### config.mk
export PLATFORM = sky130hd
export DESIGN_NAME = memory_arbiter
export DESIGN_NICKNAME = d
export VERILOG_FILES = /design/src/rtl/memory_arbiter.sv
export SDC_FILE = /design/constraint.sdc
export NUM_CORES = 1
export LEC_CHECK = 0
export ABC_AREA = 1
export CAP_MARGIN = 20
export CELL_PAD_IN_SITES_DETAIL_PLACEMENT = 2
export CELL_PAD_IN_SITES_GLOBAL_PLACEMENT = 2
export CORE_AREA = 3 3 194 196
export DETAILED_ROUTE_END_ITERATION = 6
export DIE_AREA = 0 0 197 199
export GPL_TIMING_DRIVEN = 0
export PLACE_DENSITY_LB_ADDON = 0.1
export RECOVER_POWER = 25
export SYNTH_ARGS = -nofsm -noshare
export SYNTH_HDL_FRONTEND = slang
export SYNTH_SLANG_ARGS = --single-unit
### constraint.sdc
create_clock -name CLK -period 2.1 [get_ports CLK]
set_input_delay 0.42 -clock CLK [delete_from_list [all_inputs] [get_ports CLK]]
set_output_delay 0.42 -clock CLK [all_outputs]
set_load 0.005 [all_outputs]
### src/rtl/memory_arbiter.sv
`timescale 1ns/1ps
// -----------------------------------------------------------------------------
// memory_arbiter
//
// Shares the single RAM port between the instruction and data requests of the
// two cores. At most one request is granted at a time. Data requests always
// beat instruction requests. Contested requests of the same kind alternate
// round-robin. A cache-to-cache transfer flagged by the coherence controller
// writes the peer's dirty line back to RAM. The same data is forwarded
// straight to the reading core.
//
// Handshake (all request channels):
//   - A request line (iREN[k], dREN[k] or dWEN[k]) acts as "valid". The
//     requester holds it, together with its address and store data, until it
//     sees its wait output low.
//   - A wait output low for exactly one cycle is the "ready"/acknowledge. The
//     returned load data is valid only in that cycle.
//   - Dropping a request before the acknowledge withdraws it. Nothing is
//     acknowledged in that case.
//
// Ports:
//   CLK, nRST        clock, asynchronous active-low reset
//   iREN/iaddr       per-core instruction read request and word address
//   iwait/iload      per-core instruction wait and returned instruction
//   dREN/dWEN        per-core data read / write request
//   daddr/dstore     per-core data address and write value
//   dwait/dload      per-core data wait and returned data
//   c2c              current data read is served by the peer cache
//   ramREN/ramWEN    RAM read / write strobes
//   ramaddr/ramstore RAM address and write data
//   ramload          RAM read data
//   ramstate         RAM status: 0 FREE, 1 BUSY, 2 ACCESS, 3 ERROR
//   dbg_state        FSM state (0 IDLE, 1 DSERVE, 2 ISERVE)
//   dbg_owner        currently granted core
//   dbg_dprio        data round-robin pointer
//   dbg_iprio        instruction round-robin pointer
// -----------------------------------------------------------------------------
module memory_arbiter #(
  parameter int RESET_PRIORITY = 0
) (
  input  logic             CLK,
  input  logic             nRST,
  input  logic [1:0]       iREN,
  input  logic [1:0][31:0] iaddr,
  output logic [1:0]       iwait,
  output logic [1:0][31:0] iload,
  input  logic [1:0]       dREN,
  input  logic [1:0]       dWEN,
  input  logic [1:0][31:0] daddr,
  input  logic [1:0][31:0] dstore,
  output logic [1:0]       dwait,
  output logic [1:0][31:0] dload,
  input  logic             c2c,
  output logic             ramREN,
  output logic             ramWEN,
  output logic [31:0]      ramaddr,
  output logic [31:0]      ramstore,
  input  logic [31:0]      ramload,
  input  logic [1:0]       ramstate,
  output logic [1:0]       dbg_state,
  output logic             dbg_owner,
  output logic             dbg_dprio,
  output logic             dbg_iprio
);

  localparam logic       RST_PRIO   = (RESET_PRIORITY != 0);
  localparam logic [1:0] RAM_ACCESS = 2'd2;

  typedef enum logic [1:0] {
    IDLE   = 2'd0,
    DSERVE = 2'd1,
    ISERVE = 2'd2
  } state_t;

  state_t state, next_state;
  logic   owner, next_owner;
  logic   dprio, next_dprio;
  logic   iprio, next_iprio;

  logic [1:0] d_any;
  logic       peer;
  logic       access;

  assign d_any  = dREN | dWEN;
  assign peer   = ~owner;
  assign access = (ramstate == RAM_ACCESS);

  // State register. Reset is asynchronous, so the outputs decoded from
  // state drop to idle values the moment nRST falls, even mid-transaction.
  always_ff @(posedge CLK or negedge nRST) begin
    if (!nRST) begin
      state <= IDLE;
      owner <= 1'b0;
      dprio <= RST_PRIO;
      iprio <= RST_PRIO;
    end else begin
      state <= next_state;
      owner <= next_owner;
      dprio <= next_dprio;
      iprio <= next_iprio;
    end
  end

  // Next-state and output decode.
  always_comb begin
    next_state = state;
    next_owner = owner;
    next_dprio = dprio;
    next_iprio = iprio;
    iwait      = 2'b11;
    dwait      = 2'b11;
    iload      = '0;
    dload      = '0;
    ramREN     = 1'b0;
    ramWEN     = 1'b0;
    ramaddr    = '0;
    ramstore   = '0;

    case (state)
      IDLE: begin
        // Grant is registered. The winner is presented to RAM next cycle.
        // A lone requester wins outright. Both requesting defers to the
        // pointer. For a lone requester, bit 1 of the request vector is
        // exactly its core index.
        if (d_any != 2'b00) begin
          next_state = DSERVE;
          next_owner = (d_any == 2'b11) ? dprio : d_any[1];
        end else if (iREN != 2'b00) begin
          next_state = ISERVE;
          next_owner = (iREN == 2'b11) ? iprio : iREN[1];
        end
      end

      ISERVE: begin
        if (!iREN[owner]) begin
          // Withdrawn. Release the RAM without touching the pointer.
          next_state = IDLE;
        end else begin
          ramREN  = 1'b1;
          ramaddr = iaddr[owner];
          if (access) begin
            iwait[owner] = 1'b0;
            iload[owner] = ramload;
            next_iprio   = ~owner;
            next_state   = IDLE;
          end
        end
      end

      DSERVE: begin
        if (!d_any[owner]) begin
          next_state = IDLE;
        end else if (c2c) begin
          // Peer holds the line. Its store value goes to RAM as a
          // write-back and to the reader in the same cycle. Both cores
          // are released together when the write-back lands.
          ramWEN       = 1'b1;
          ramaddr      = daddr[owner];
          ramstore     = dstore[peer];
          dload[owner] = dstore[peer];
          if (access) begin
            dwait[owner] = 1'b0;
            dwait[peer]  = 1'b0;
            next_dprio   = ~owner;
            next_state   = IDLE;
          end
        end else if (dWEN[owner]) begin
          // A write takes precedence when read and write are both raised.
          ramWEN   = 1'b1;
          ramaddr  = daddr[owner];
          ramstore = dstore[owner];
          if (access) begin
            dwait[owner] = 1'b0;
            next_dprio   = ~owner;
            next_state   = IDLE;
          end
        end else begin
          ramREN  = 1'b1;
          ramaddr = daddr[owner];
          if (access) begin
            dwait[owner] = 1'b0;
            dload[owner] = ramload;
            next_dprio   = ~owner;
            next_state   = IDLE;
          end
        end
      end

      default: begin
        next_state = IDLE;
      end
    endcase
  end

  assign dbg_state = state;
  assign dbg_owner = owner;
  assign dbg_dprio = dprio;
  assign dbg_iprio = iprio;

endmodule

Yosys cells after proc, flatten, opt, wreduce, memory -nomap -nowiden
Cells that the tools add are included.

Output and inout bits: 203. Word-level logic and storage cells: 90. Register bits after elaboration: 5.

Bitwise logic cells: 7. Order comparisons: 4. Equality and inequality tests: 6. Mux-type cells: 60. Reduce and logical (&&, ||, !) cells: 9.

Operator list (count): 32-bit two-way mux (15); 64-bit two-way mux (7); 64-bit bitwise AND (2); 32-bit case mux with 2 select lines (1); 32-bit demux with 1-bit select (1); 2-bit two-way mux (12); 1-bit two-way mux (20); 2-bit == test, second input constant (4); 2-bit case mux with 3 select lines (1); 3-bit AND reduction (2); 2-bit nonzero test (3); 1-bit by 2-bit < comparator with 1-bit output, second input constant (2); 2-bit inverter (2); 3-bit inequality test, second input constant (1); 2-bit bitwise AND (1); 1-bit demux with 1-bit select (2); 2-bit by 1-bit == test with 1-bit output, second input constant (1); 1-bit greater-or-equal comparator, second input constant (2); 1-bit logical AND (2); 2-bit zero test (1); 2-bit OR (1); 1-bit case mux with 2 select lines (1); 2-bit AND reduction (1); 1-bit inverter (1).

Longest topological paths before layout
Gate-level depths: netlist of run 1.

Depth in word-level cells: 11. Depth in mapped cells: 7. Depth with buffers taken out: 7.

Least setup slack after synthesis of run 1
OpenSTA, ideal clock, no wires.

Kind: reg-to-output. Start: reg state[0] (netlist: dbg_state[0]). End: out iload[24] (netlist bit). Slack: 344 ps. Required time: 1680 ps. Stages on the path, launching flop included: 8. Data arrival time: 1336 ps. Cells stage by stage: dfrtp_1 > inv_1 > ha_1 > nand2_2 > inv_2 > nand2_2 > buf_2 > nor2_1.

RTL lines: from (decl) (RTL line 75) `state_t state, next_state;`; from (signal assigned) (RTL line 97) `state <= next_state;`; to (decl) (RTL line 46) `output logic [1:0][31:0] iload,`.

==> flow_summary.yaml, run 1 <==
layout:
  fin_cells: 1862
  drive_gt1_share_pct: 47.0
  synthToLayoutAreaGrowth_pct: 194
  final_nets: 1630
  fillers: 4244
  fin_util_pct: 32.2
placed_design:
  dp_hpwl_mm: 32.2
  io_buffer_count: 437
  dp_slack_ps: -1140
  place.gp.congestion: 0.764
  dp.cells: 1735
clock_tree:
  numCtsBuffers: 3
  insertion_delay_ps: 220
  clockRootBuffer: "clkbuf_16"
  cts_htree_levels: 1
  cts_tree: "yes"
  clock_path_buffers: 2
  cts.sinks: 5
  path_clk_slew_ps: 30
logic_synthesis:
  ys_ff_latch: 5
  netlist.area_leader.share_pct: 29.4
  netlist_top_cells_count: "nand2_1, a21oi_1, nor2_1"
  synth_area_mm2: 0.00396
  synthesis.nets: 1069
  syn_avg_cell_area_um2: 4.77
  seq_area_frac_synth_pct: 3.16
  synthMostInstantiatedCell: "nand2_1"
  synth_edf_count: 0
  yosysWarnings: 0
  synthTopCellsByArea: "nand2_1, a21oi_1, nor2_1, nand3_1, nor3_2"
  synth_flop_cell: "dfrtp_1"
  syn_inst: 830
  synth_top_cell_by_area: "nand2_1"
  ys_async_sr_fraction_pct: 100
  synthDistinctLibCells: 29
grt:
  grt-ovfl-total: 0
  grt_pass1_wl_mm: 59.7
  grt_use_total_pct: 20.0
  grt_pass1_vias: 8787
  grt_max_degree: 11
  antenna_found_initial: 6
worst_setup_path:
  crit_arrival_ps: 1960
  path_class: "flop to primary output"
  crit_buf_inv: 6
  required_ps: 1680
  startpoint_type: "flop"
  end_kind: "primary output"
  cp_cell_sequence: "buf_6 -> o21ai_4 -> buf_6 -> nand3b_4 -> buf_12 -> buf_8 -> buf_6 -> nor2_2 -> buf_2"
  cpMostUsedCell: "buf_6"
  slowest_stage: "dfrtp_2"
  path_delay_family: "buffers and inverters"
  cp_max_fo: 5
  max_stage_delay_ps: 470
pwr:
  p_int_mw: 4.43
  ir_drop_uv: 266
  combPwrFrac_pct: 94.5
  p_seq_share_pct: 2.2
  power_frac_clock_pct: 3.3
  power_density_mw_per_mm2: 805
  leakage_nw: 5.24
  swShare_pct: 52.8
  p_switching_mw: 4.95
  power.total_mw: 9.39
run_status:
  status: "finished, violations left"
  violations: "setup timing"
floorplanning:
  core_mm2: 0.0363
  start_util_pct: 10.9
  die_w_um: 197
  ioPinCount: 438
  std_cell_rows: 70
  dieArea_mm2: 0.0392
  fp.dieH_um: 199
route:
  avgRoutedWirePerCell_um: 23.1
  first_iter_violations: 164
  drc: 0
  drt_wl_total_mm: 43.1
  drt-vias-per-instance: 4.31
  ant_nets: 0
  vias: 8027
  first_pass_iters: 4
timing:
  hold_ws_ps: 488
  rsz0062_at_grt: "yes"
  worst_slew_pin_slew_ps: 376
  maxSlewViolCount: 0
  fin_crit_ps: 2380
  slew_headroom_pct: 74.9
  finalHoldViolations: 0
  finalWorstSetupSlack_ps: -283
  fmax_mhz: 420
  fin_crit_sh_pct: 113
  final-setup-viol-count: 193
  finClkSkew_ps: 0.471
job:
  cap_violations: 0
hold_path:
  hold_class: "primary input to asynchronous set/reset pin"
-- flip-flops by register name, indices dropped and copies added (netlist names) --
| register | flops |
|---|---|
| dbg_dprio | 1 |
| dbg_iprio | 1 |
| dbg_owner | 1 |
| dbg_state | 2 |
-- timing repair --
item                       4_1_cts  5_1_grt
hold buffers                     0        0
setup endpoints to repair      198      198
pin swaps                       37       66
setup buffers                   66       36
gates cloned                    15        9
resized for setup             1045      375
-- routing by layer --
metal  up-vias  track usage (%)  wire, um
met1      3846             23.6     17100
li1       3837                -         -
met5         -                0        35
met2       298             36.7     21800
met3        40             6.01      3400
met4         6             2.06       731
-- metrics by stage --
step	TNS (ps)	area [um2]
2_1_floorplan	0	3960
3_3_place_gp	-175860	8920
3_5_place_dp	-177180	8920
4_1_cts	-36240	10300
5_1_grt	-47670	11700
6_report	-32590	11700
-- worst paths after layout --
kind                         startpoint      endpoint  slack, ps  cells after the start
max                           dbg_owner     iload[35]       -280                      9
min                                nRST     dbg_iprio        490                      1
max reg2reg                   dbg_owner     dbg_iprio        270                     10
min reg2reg                dbg_state[0]  dbg_state[0]        600                      2
max in group asynchronous          nRST     dbg_owner       1400                      1
min in group CLK           dbg_state[0]  dbg_state[0]        600                      2
-- power by group through the flow --
stage / Sequential (mW) / Combinational [mW] / Clock, mW
6_report: 0.207 / 8.87 / 0.307
5_1_grt: 0.216 / 9.60 / 0.322
4_1_cts: 0.209 / 7.45 / 0.314
3_5_place_dp: 0.192 / 6.25 / 0
3_3_place_gp: 0.193 / 6.24 / 0
2_1_floorplan: 0.178 / 2.86 / 0
-- placed cells by master (no fill, tap or decap), types with 9 or more instances in the layout --
master | netlist | routed
nand4_1 | 33 | 33
buf_12 | 0 | 30
nor3_2 | 29 | 20
nand2_4 | 0 | 16
inv_1 | 42 | 36
clkbuf_16 | 0 | 13
buf_6 | 1 | 66
nor3_4 | 0 | 11
nand3_2 | 2 | 14
nand3_4 | 0 | 13
nand2_1 | 310 | 284
nor2_2 | 2 | 12
buf_2 | 36 | 173
nor2_4 | 1 | 55
clkdlybuf4s50_1 | 0 | 229
buf_4 | 10 | 55
a21oi_4 | 1 | 9
a21oi_1 | 132 | 51
nand2_2 | 4 | 11
buf_8 | 0 | 27
nand3_1 | 69 | 44
clkbuf_2 | 0 | 14
nor2_1 | 101 | 37
a21oi_2 | 0 | 73
-- cells by family after synthesis --
family                     count (synthesis)  synth area share (%)
adders and majority gates                  4                  1.26
DFF                                        5                  3.16
and+or+nand+nor                          555                  62.8
buffers and inverters                    121                  13.8
AOI/OAI and AO/OA                        145                  18.9
-- final cells by class --
cell class | count | area [um2] | share of cell area [%]
multi-input cells | 704 | 4620 | 39.6
repair inverters | 1 | 16.3 | 0.139
flip-flops and latches | 5 | 129 | 1.10
well taps | 468 | 586 | 5.02
inverters | 47 | 209 | 1.79
diodes | 4 | 10.0 | 0.0858
plain buffers | 72 | 910 | 7.80
clock buffers | 4 | 78.8 | 0.676
repair buffers | 557 | 5110 | 43.8
No activity file was read; power rests on OpenSTA's default activity.
==> inputs of run 2 (changes only) <==
==> constraint.sdc (replaced) <==
create_clock -name CLK -period 2.1 [get_ports CLK]
set_input_delay 0.21 -clock CLK [delete_from_list [all_inputs] [get_ports CLK]]
set_output_delay 0.21 -clock CLK [all_outputs]
set_load 0.005 [all_outputs]
==> run 2 against run 1 <==
Effect of this change:
- the run still ends with setup timing left
- flip-flop and latch count is the same
- setup slack better by 72 ps
- clock-buffer cell count did not move
- wire length down 3.1%
- critical path depth up 1
- sequential power increased by 6%
- fmax is 3.1% higher
- largest cell class unchanged
- worst hold slack got worse by 210 ps
- clock power is essentially flat
- largest power group unchanged
- clock skew about the same
- register-to-register slack better by 230 ps
==> flow_summary.yaml, run 2 (same netlist as run 1, synthesis figures left out) <==
grt:
  grt-ovfl-total: 0
  grt_max_degree: 11
  grt_pass1_vias: 8679
  grt_pass1_wl_mm: 58.7
  antenna_found_initial: 6
  grt_use_total_pct: 19.6
clock_tree:
  cts_hold_buffers: 0
  clock_path_buffers: 2
  clockRootBuffer: "clkbuf_16"
  cts_htree_levels: 1
  numCtsBuffers: 3
  cts.sinks: 5
  cts_tree: "yes"
  insertion_delay_ps: 220
  path_clk_slew_ps: 30
layout:
  synthToLayoutAreaGrowth_pct: 172
  final_common_cell: "nand2_1"
  drive_gt1_share_pct: 37.9
  final-seq-area_um2: 129
  fillers: 4292
  multi_input_area_mm2: 0.00420
  layout_common_cells: "nand2_1, clkdlybuf4s50_1, buf_2"
  fin_util_pct: 29.7
  final_nets: 1597
  largest_reg_flops: 2
floorplanning:
  dieArea_mm2: 0.0392
  die_w_um: 197
  fp.dieH_um: 199
  core_mm2: 0.0363
  start_util_pct: 10.9
  ioPinCount: 438
  std_cell_rows: 70
timing:
  worst_slew_pin_slew_ps: 573
  hold_ws_ps: 275
  finalHoldViolations: 0
  fin_crit_ps: 2310
  fin_crit_sh_pct: 110
  slew_headroom_pct: 61.8
  finalWorstSetupSlack_ps: -211
  fmax_mhz: 433
  finClkSkew_ps: 0.745
  maxSlewViolCount: 0
  rsz0062_at_grt: "yes"
  fin_tns_setup_ps: -10660
  final-setup-viol-count: 107
route:
  drc: 0
  avgRoutedWirePerCell_um: 22.8
  first_iter_violations: 233
  drt_wl_total_mm: 41.7
  ant_nets: 0
  vias: 7928
  drt-vias-per-instance: 4.34
  first_pass_iters: 4
pwr:
  power_density_mw_per_mm2: 820
  p_int_mw: 4.11
  swShare_pct: 53.5
  power_frac_clock_pct: 3.5
  p_seq_share_pct: 2.5
  combPwrFrac_pct: 94.0
  ir_drop_uv: 271
  leakage_nw: 5.03
  p_switching_mw: 4.73
worst_setup_path:
  cp-startpoint: "dbg_owner"
  worstReg2RegEnd: "dbg_iprio"
  r2r-start: "dbg_state[1]"
  regToRegSetupSlack_ps: 500
  cp_max_fo: 8
  required_ps: 1890
  crit_arrival_ps: 2100
  startpoint_type: "flop"
  path_class: "flop to primary output"
  worst-r2r-cell-count: 9
  end_kind: "primary output"
placed_design:
  dp_hpwl_mm: 32.2
  place.gp.congestion: 0.764
  io_buffer_count: 437
run_status:
  status: "finished, violations left"
  violations: "setup timing"
hold_path:
  hold_class: "primary input to asynchronous set/reset pin"
job:
  cap_violations: 0
==> run 2: cell types whose count changed in the layout (fill, tap and decap cells not counted), sizes merged, moves of 2 or more <==
cell,previous run,this run
clkbuf,36,62
clkdlybuf4s15,1,5
inv,47,45
clkdlybuf4s50,229,235
dlygate4sd2,7,11
buf,358,263
dlymetal6s2s,0,22
==> run 2: per-layer routing <==
metal  part of all wire [%]  up-vias  track usage, %
li1                       -     3768               -
met1                     40     3824            23.6
met2                     51      298            35.9
met3                    7.7       32            5.59
met4                   0.96        6            1.95
met5                  0.098        -               0
==> run 2: how the worst max path moves through the flow <==
stage | to | slack, ps | cells past startpoint
2_1_floorplan | iload[24] | 550 | 7
6_report | iload[49] | -210 | 10
3_3_place_gp | dload[10] | -670 | 6
5_1_grt | ramaddr[6] | -280 | 8
4_1_cts | ramaddr[17] | -270 | 8
3_5_place_dp | dload[22] | -720 | 6
==> run 2: what timing repair did <==
action | 4_1_cts | 5_1_grt
pin swaps | 15 | 41
endpoints found under the setup margin | 198 | 179
gates resized for setup | 699 | 427
setup buffers | 58 | 30
endpoints found under the hold margin | 0 | 0
cloned | 6 | 3
==> run 2: power by group through the flow <==
stage / combinational [mW] / sequential, mW / clock (mW)
6_report: 8.31 / 0.220 / 0.309
5_1_grt: 9.03 / 0.230 / 0.322
4_1_cts: 7.46 / 0.207 / 0.314
3_5_place_dp: 6.25 / 0.192 / 0
3_3_place_gp: 6.24 / 0.193 / 0
2_1_floorplan: 2.86 / 0.178 / 0
==> run 2: final cells by class <==
cell class / count / share of cell area [%]
multi-input cells: 704 / 39.0
plain buffers: 71 / 7.65
repair inverters: 1 / 0.0697
repair buffers: 525 / 43.8
clock buffers: 4 / 0.732
flip-flops and latches: 5 / 1.20
inverters: 47 / 2.08
well taps: 468 / 5.44
diodes: 3 / 0.0697
==> run 2: critical path: stages, from the launching register on <==
cell and delay, ps:
dfrtp_2 510, buf_12 180, buf_4 120, nand3_4 70, nand3b_4 250, buf_12 180
buf_8 120, buf_4 130, buf_6 110, nor2_4 60, buf_2 130
==> run 2: metrics by stage <==
step                      total power [mW]  worst slack (ps)  cell area [um2]  instances
after floorplan                       3.04               554             3960        830
after global placement                6.43              -669             8920       1735
after detailed placement              6.45              -718             8920       1735
after CTS                             7.98              -272             9820       1803
after global routing                  9.58              -280            10800       1828
final                                 8.84              -211            10800       1828
